===== config.mk =====
export PLATFORM = sky130hd
export DESIGN_NAME = fetch_seq_unit
export DESIGN_NICKNAME = d
export VERILOG_FILES = /design/src/rtl/fetch_seq_unit.sv
export SDC_FILE = /design/constraint.sdc
export NUM_CORES = 1
export LEC_CHECK = 0
export ABC_AREA = 1
export BUFFER_PORTS_ARGS = -buffer_cell sky130_fd_sc_hd__buf_2
export CAP_MARGIN = 20
export CORE_UTILIZATION = 35
export DETAILED_ROUTE_END_ITERATION = 10
export GPL_ROUTABILITY_DRIVEN = 0
export MAX_ROUTING_LAYER = met4
export PLACE_DENSITY = 0.63
export SYNTH_ARGS = -nofsm -noshare
export SYNTH_HDL_FRONTEND = slang
export SYNTH_SLANG_ARGS = --single-unit

===== constraint.sdc =====
create_clock -name clk -period 4.08 [get_ports clk]
set_input_delay 0.204 -clock clk [delete_from_list [all_inputs] [get_ports clk]]
set_output_delay 0.204 -clock clk [all_outputs]
set_load 0.005 [all_outputs]

===== src/rtl/fetch_seq_unit.sv =====
// rtl/fetch_seq_unit.sv - Multi-cycle Y86-64 fetch stage reading a byte-wide instruction memory.
module fetch_seq_unit #(
  parameter int IMEM_SIZE = 1024
) (
  input  logic        clk,
  input  logic        reset,
  input  logic [63:0] pc_in,
  input  logic        pc_valid,
  output logic        pc_ready,
  output logic        mem_req,
  output logic [63:0] mem_addr,
  input  logic [7:0]  mem_rdata,
  input  logic        mem_ack,
  input  logic        mem_err,
  output logic        out_valid,
  input  logic        out_ready,
  output logic [3:0]  icode,
  output logic [3:0]  ifun,
  output logic [3:0]  rA,
  output logic [3:0]  rB,
  output logic [63:0] valC,
  output logic [63:0] valP,
  output logic        imem_error,
  output logic        instr_error,
  output logic        halt,
  output logic        nop
);

  localparam logic [63:0] IMEM_LIMIT = 64'(IMEM_SIZE);

  typedef enum logic [1:0] {IDLE, FETCH, DONE} state_t;

  state_t      state;
  logic [63:0] pc;
  logic [3:0]  k;

  function automatic logic [3:0] instr_len(input logic [3:0] ic);
    case (ic)
      4'h2, 4'h6, 4'hA, 4'hB: instr_len = 4'd2;
      4'h3, 4'h4, 4'h5:       instr_len = 4'd10;
      4'h7, 4'h8:             instr_len = 4'd9;
      default:                instr_len = 4'd1;
    endcase
  endfunction

  function automatic logic ifun_ok(input logic [3:0] ic, input logic [3:0] fn);
    case (ic)
      4'h2, 4'h7: ifun_ok = (fn <= 4'd6);
      4'h6:       ifun_ok = (fn <= 4'd3);
      4'hC, 4'hD, 4'hE, 4'hF: ifun_ok = 1'b0;
      default:    ifun_ok = (fn == 4'd0);
    endcase
  endfunction

  function automatic logic has_regs(input logic [3:0] ic);
    has_regs = ((ic >= 4'h2) && (ic <= 4'h6)) || (ic == 4'hA) || (ic == 4'hB);
  endfunction

  logic [3:0]  cur_len;
  logic        byte0_ok;
  logic        is_last;
  logic [2:0]  c_idx;
  logic [63:0] next_addr;

  // Length is known from byte 0 onward; on byte 0 it comes straight off the bus.
  assign cur_len   = instr_len((k == 4'd0) ? mem_rdata[7:4] : icode);
  assign byte0_ok  = ifun_ok(mem_rdata[7:4], mem_rdata[3:0]);
  assign is_last   = (k == 4'd0) ? (!byte0_ok || cur_len == 4'd1) : (k + 4'd1 == cur_len);
  assign c_idx     = k[2:0] - (has_regs(icode) ? 3'd2 : 3'd1);
  assign next_addr = mem_addr + 64'd1;

  always_ff @(posedge clk) begin
    if (reset) begin
      state       <= IDLE;
      pc          <= '0;
      k           <= '0;
      pc_ready    <= 1'b0;
      mem_req     <= 1'b0;
      mem_addr    <= '0;
      out_valid   <= 1'b0;
      icode       <= '0;
      ifun        <= '0;
      rA          <= '0;
      rB          <= '0;
      valC        <= '0;
      valP        <= '0;
      imem_error  <= 1'b0;
      instr_error <= 1'b0;
      halt        <= 1'b0;
      nop         <= 1'b0;
    end else begin
      case (state)
        IDLE: begin
          if (pc_valid && pc_ready) begin
            pc          <= pc_in;
            k           <= '0;
            pc_ready    <= 1'b0;
            mem_addr    <= pc_in;
            mem_req     <= (pc_in < IMEM_LIMIT);
            icode       <= '0;
            ifun        <= '0;
            rA          <= 4'hF;
            rB          <= 4'hF;
            valC        <= '0;
            valP        <= '0;
            imem_error  <= 1'b0;
            instr_error <= 1'b0;
            halt        <= 1'b0;
            nop         <= 1'b0;
            state       <= FETCH;
          end else begin
            pc_ready <= 1'b1;
          end
        end
        FETCH: begin
          if (!mem_req) begin
            // Next byte lies beyond the memory: stop without requesting it.
            imem_error <= 1'b1;
            valP       <= pc;
            out_valid  <= 1'b1;
            state      <= DONE;
          end else if (mem_ack) begin
            if (mem_err) begin
              imem_error <= 1'b1;
              valP       <= pc;
              mem_req    <= 1'b0;
              out_valid  <= 1'b1;
              state      <= DONE;
            end else begin
              if (k == 4'd0) begin
                icode <= mem_rdata[7:4];
                ifun  <= mem_rdata[3:0];
                if (!byte0_ok) begin
                  instr_error <= 1'b1;
                end else if (cur_len == 4'd1) begin
                  halt <= (mem_rdata[7:4] == 4'h0);
                  nop  <= (mem_rdata[7:4] == 4'h1);
                end
              end else if (k == 4'd1 && has_regs(icode)) begin
                rA <= mem_rdata[7:4];
                rB <= mem_rdata[3:0];
              end else begin
                valC[{c_idx, 3'b000} +: 8] <= mem_rdata;
              end
              if (is_last) begin
                valP      <= pc + {60'd0, k} + 64'd1;
                mem_req   <= 1'b0;
                out_valid <= 1'b1;
                state     <= DONE;
              end else begin
                k        <= k + 4'd1;
                mem_addr <= next_addr;
                mem_req  <= (next_addr < IMEM_LIMIT);
              end
            end
          end
        end
        DONE: begin
          if (out_ready) begin
            out_valid <= 1'b0;
            pc_ready  <= 1'b1;
            state     <= IDLE;
          end
        end
        default: state <= IDLE;
      endcase
    end
  end

endmodule


==> results.cfg, run 1 <==
[status]
status = completed

[die]
die_height_microns = 214.0
rows = 77
dieArea_sq_um = 45790
io_pins = 293
core_area_sq_um = 44320
die_x_microns = 214.0
start_util = 0.3549

[global_routing]
grt_pass1_wl_microns = 98970
grt_start_max_net_pins = 108
grt_overflow = 0
grt_usage = 0.2838
antenna_found_initial = 6
globalRouteMet3Util = 0.05601
grt_busiest_layer = met2
first_global_vias = 17120
grt_use_met1 = 0.3572
grtUsageMet2 = 0.4400

[final_layout]
seq_area_sq_um = 5705
final_area_sq_um = 19400
multi_input_comb_area_sq_um = 8743
syn2layout_area_growth_pct = 23.31
layout-drive-gt1-share = 0.1461
fillers = 4720
final_cell_count_no_fill = 3343
nets = 2813

[setup_path]
cp_max_fo = 7
reg2reg_slack_ns = 0.55
cp_slowest_stage_delay_ns = 0.42
slowest_stage = dfxtp_1
cp-start-kind = flip-flop
crit_arrival_ns = 3.97
reg2reg_depth = 18
critPathKind = reg -> reg
path_cells = inv_1 > ha_1 > fa_1 > inv_1 > nand3_1 > nand3_1 > nand2_1 > inv_1 > nand3_1 > nor2_1 > nand2_1 > nor2_2 > nand2_1 > nor2_2 > nand4_1 > or2_0 > a21oi_1 > nor2_1
crit_required_ns = 4.52
endpoint_kind = flip-flop

[logic_synthesis]
yosys_warnings = 0
yosysMostFrequentCell = nand2_1
async_flop_share = 0
synth_top_area_frac = 0.3627
syn-mean-instance-area_sq_um = 6.471
synth-simple-area-share = 0.3192
synth_common_cells = nand2_1, dfxtp_1, a21oi_1
synth_adder_area_share = 0.01368
ys_types = 43
synth_top_cell_by_area = dfxtp_1
ys.flop_type = dfxtp_1
ys_ff_latch = 285
synth-seq-area-share = 0.3627
synthXorXnorAreaFrac = 0.02450
synth_edf_count = 0
synthMuxAreaShare = 0
syn_nets = 2525
synth_area_sq_um = 15730
synth-compound-area-share = 0.1977
syn_inst = 2431
synth_top_family_by_area = simple AND/OR/NAND/NOR gates
yosys-top-cells-area = dfxtp_1, nand2_1, a21oi_1

[drt]
ant_nets = 0
via_count = 18440
drt_iter0_markers = 2322
drt-wirelength-per-cell_microns = 19.64
routed_wl_microns = 65670
vias_per_cell = 5.515
drcViolationCount = 0
first_pass_iters = 6

[placement]
dp_cells = 3227
pre_cts_slack_ns = 0.6024
placed_cell_area_sq_um = 17640
dp_hpwl_microns = 49880
io_buffers = 292

[sta]
fin_crit_ns = 3.530
fin_crit_sh = 0.8652
setup_slack_ns = 0.5499
finClkSkew_ns = 0.03003
finalMaxSlewViolations = 0
setup_tns_ns = 0
final-setup-viol-count = 0
rsz0062_at_grt = false
worst_slew_pin_slew_ns = 1.009
max_freq_mhz = 283.3
final-hold-violation-count = 0
slew_headroom = 0.3273
holdWs_ns = 0.02165

[cts]
clockRootBuffer = clkbuf_16
h-tree-depth = 2
clk_pin_slew_ns = 0.06
cts_sinks = 285
clkLatencyLatePin_ns = 0.57
cts_tree = done
cts_buffers = 35
cts_buffer_depth = 3

[min_path]
hold_path_class = in -> reg
whs_path_depth = 4

[power]
p_per_area_nw_per_um2 = 581.5
ir_worst_vdd_mv = 0.2818
p_leak_nw = 7.805

[job]
cap_violations = 0
-- state kept, by name, summed over array words and instances (netlist names) --
name	count
icode	4
pc_ready	1
halt	1
out_valid	1
k	4
instr_error	1
ifun	4
nop	1
imem_error	1
rB	4
pc	64
state	2
mem_req	1
rA	4
valP	64
mem_addr	64
valC	64
-- what timing repair did --
item,4_1_cts,5_1_grt
setup buffers,0,0
gates resized for setup,0,0
endpoints found under the hold margin,61,0
hold buffers,47,0
-- layout make-up --
type	count	share of cell area
clock inverters	16	0.01568
clock buffers	46	0.04986
repair buffers	355	0.1071
multi-input cells	1819	0.4508
inverters	223	0.04335
diodes	7	0.0009031
well taps	592	0.03819
flip-flops and latches	285	0.2942
-- through the flow --
step | total power (W) | util
after detailed placement | 0.007730 | 0.3980
after global placement | 0.007668 | 0.3980
after CTS | 0.01124 | 0.4373
final | 0.01128 | 0.4377
after floorplan | 0.006281 | -
after global routing | 0.01190 | 0.4376
-- worst max-delay path, delay by kind of cell (launching register included) --
kind,cells,cell delay (ns)
simple gates,12,1.89
fa+ha+maj,2,0.65
flops,1,0.42
buf+inv,3,0.30
compound gates,1,0.15
-- routing by layer --
layer / routed length (microns) / up-vias
li1: - / 8734
met1: 27040 / 8620
met2: 29860 / 908
met3: 5980 / 173
met4: 2792 / 0
met5: 0 / -
-- report_power, final --
part	switching (W)	internal (W)	total [W]	leakage, nW
combinational	0.00258	0.00120	0.00378	4.87
sequential	0.000650	0.00338	0.00403	2.32
clock	0.00133	0.00213	0.00347	0.613
-- layout by cell type, fill, tap and decap left out, drive strengths merged, types with 8 or more instances in the layout --
cell type      n
nand3b         8
nor3          51
dlygate4sd3   47
dfxtp        285
a21oi        283
nand3        164
xnor2         10
xor2          34
nand4         62
nor4          36
clkbuf        46
ha            14
a31oi         38
inv          224
o21ai        261
nor2         258
buf          308
nand2        570
-- worst paths after layout --
path | start | end
min | mem_rdata[5] | halt$_SDFFE_PP0P_
max | k[0]$_SDFFE_PP0P_ | valP[58]$_SDFFE_PP0P_
max reg2reg | k[0]$_SDFFE_PP0P_ | valP[58]$_SDFFE_PP0P_
min reg2reg | imem_error$_SDFFE_PP0P_ | imem_error$_SDFFE_PP0P_
-- cells by family after synthesis --
group	count (synthesis)
DFF	285
buffers and inverters	327
xor gates and xnor gates	44
and+or+nand+nor	1160
adders and majority gates	16
AOI/OAI and AO/OA	599
No activity file was read; power rests on OpenSTA's default activity.
==> run 2, diff against run 1 <==
--- a/config.mk
+++ b/config.mk
@@ -13,6 +13,7 @@
 export GPL_ROUTABILITY_DRIVEN = 0
 export MAX_ROUTING_LAYER = met4
 export PLACE_DENSITY = 0.63
+export SLEW_MARGIN = 20
 export SYNTH_ARGS = -nofsm -noshare
 export SYNTH_HDL_FRONTEND = slang
 export SYNTH_SLANG_ARGS = --single-unit
==> constraint.sdc (replaced) <==
create_clock -name clk -period 3.3 [get_ports clk]
set_input_delay 0.165 -clock clk [delete_from_list [all_inputs] [get_ports clk]]
set_output_delay 0.165 -clock clk [all_outputs]
set_load 0.005 [all_outputs]
==> results.cfg, run 2 (synthesis results as in run 1) <==
[status]
status = completed

[die]
die_height_microns = 214.0
start_util = 0.3549
core_area_sq_um = 44320
rows = 77
die_x_microns = 214.0
io_pins = 293
dieArea_sq_um = 45790

[sta]
finClkSkew_ns = 0.02798
max_freq_mhz = 321.5
final-setup-viol-count = 0
fin_crit_sh = 0.9425
finalMaxSlewViolations = 0
setup_slack_ns = 0.1897
fin_crit_ns = 3.110
worst_slew_pin_slew_ns = 0.9815
slew_headroom = 0.3457
final-hold-violation-count = 0

[setup_path]
slowest_stage = dfxtp_1
endpoint_kind = flip-flop
critPathKind = reg -> reg
path_cells = nand2_1 > a22oi_2 > ha_1 > fa_1 > ha_1 > ha_1 > nand2_1 > nor4_4 > nor2_1 > nand2_1 > a21oi_1
crit_required_ns = 3.77
cp_slowest_stage_delay_ns = 0.47
cp-start-kind = flip-flop
crit_arrival_ns = 3.58
cp_max_fo = 8

[cts]
cts_sinks = 285
clkLatencyLatePin_ns = 0.56
clk_pin_slew_ns = 0.06
cts_tree = done
cts_buffer_depth = 3
cts_buffers = 34
clockRootBuffer = clkbuf_16
h-tree-depth = 2

[final_layout]
layout-drive-gt1-share = 0.1568
fillers = 4655
syn2layout_area_growth_pct = 25.43
seq_area_sq_um = 5705
layout_common_cells = nand2_1, buf_2, dfxtp_1
final_area_sq_um = 19730
nets = 2856
final_common_cell = nand2_1
multi_input_comb_area_sq_um = 8786

[placement]
dp_hpwl_microns = 49520
pre_cts_slack_ns = 0.08829
placed_cell_area_sq_um = 17860
io_buffers = 292

[drt]
ant_nets = 0
first_pass_iters = 6
vias_per_cell = 5.503
drt_iter0_markers = 2101
drt-wirelength-per-cell_microns = 19.40
routed_wl_microns = 65610
drcViolationCount = 0
via_count = 18610

[power]
ir_worst_vdd_mv = 0.4640
p_leak_nw = 8.007
p_per_area_nw_per_um2 = 696.6

[job]
cap_violations = 0

[global_routing]
grt_usage = 0.2821
grt_start_max_net_pins = 117
first_global_vias = 17310
antenna_found_initial = 3
grt_pass1_wl_microns = 98790
grt_overflow = 0

[min_path]
hold_path_class = in -> reg
## run 2: cell types whose count changed in the layout (fill, tap and decap cells not counted), sizes merged
cell	previous run	this run
buf	308	334
bufinv	7	3
clkbuf	46	45
clkinv	6	15
clkinvlp	2	0
diode	7	3
dlygate4sd3	47	64
inv	224	222
## run 2: cell type report
type	count	share of cell area
Inverter	223	0.04262
Clock inverter	17	0.01072
Tap cell	592	0.03754
Multi-Input combinational cell	1819	0.4453
Antenna cell	3	0.0003805
Clock buffer	44	0.04756
Sequential cell	285	0.2892
Timing Repair Buffer	399	0.1267
## run 2: power by group
group | switching (W) | total, W | internal (W) | leakage, nW
registers | 0.000778 | 0.00496 | 0.00418 | 2.32
logic | 0.00330 | 0.00492 | 0.00162 | 5.12
clock network | 0.00160 | 0.00387 | 0.00227 | 0.572
## run 2: worst max-delay path, delay by kind of cell, from the launching register on
kind            cells  cell delay [ns]
fa+ha+maj           4             1.25
flops               1             0.47
simple gates        5             0.89
compound gates      2             0.41
## run 2: final timing paths
kind | startpoint | to | slack (ns) | cells past startpoint
max | icode[1]$_SDFFE_PP0P_ | valC[32]$_SDFFE_PP0P_ | 0.19 | 11
min | pc_in[36] | mem_addr[36]$_SDFFE_PP0P_ | 0.03 | 3
min reg2reg | imem_error$_SDFFE_PP0P_ | imem_error$_SDFFE_PP0P_ | 0.45 | 2
max reg2reg | icode[1]$_SDFFE_PP0P_ | valC[32]$_SDFFE_PP0P_ | 0.19 | 11
## run 2: metal layers
layer  up-vias  track usage  wire [microns]  part of all wire
li1       8848            -               -                 -
met1      8653       0.3603           27340              0.42
met2       934       0.4431           29690              0.45
met3       177      0.04549            5716             0.087
met4         0       0.1122            2862             0.044
met5         -            -               0                 0
## run 2: per-stage QoR
step                      power (W)  hold WS (ns)  setup TNS, ns  utilization  std cells
after floorplan            0.007766        0.2999              0            -       2431
after global placement     0.009573        0.4432              0       0.4029       3253
after detailed placement   0.009640        0.4471              0       0.4029       3253
after CTS                   0.01360       0.01035              0       0.4433       3378
after global routing        0.01452       0.02275       -0.04851       0.4452       3382
final                       0.01374       0.02810              0       0.4452       3382
## run 2: timing repair
item | 4_1_cts | 5_1_grt
endpoints found under the hold margin | 101 | 0
hold buffers | 64 | 0
setup buffers | 0 | 0
endpoints found under the setup margin | 0 | 124
resized for setup | 0 | 13
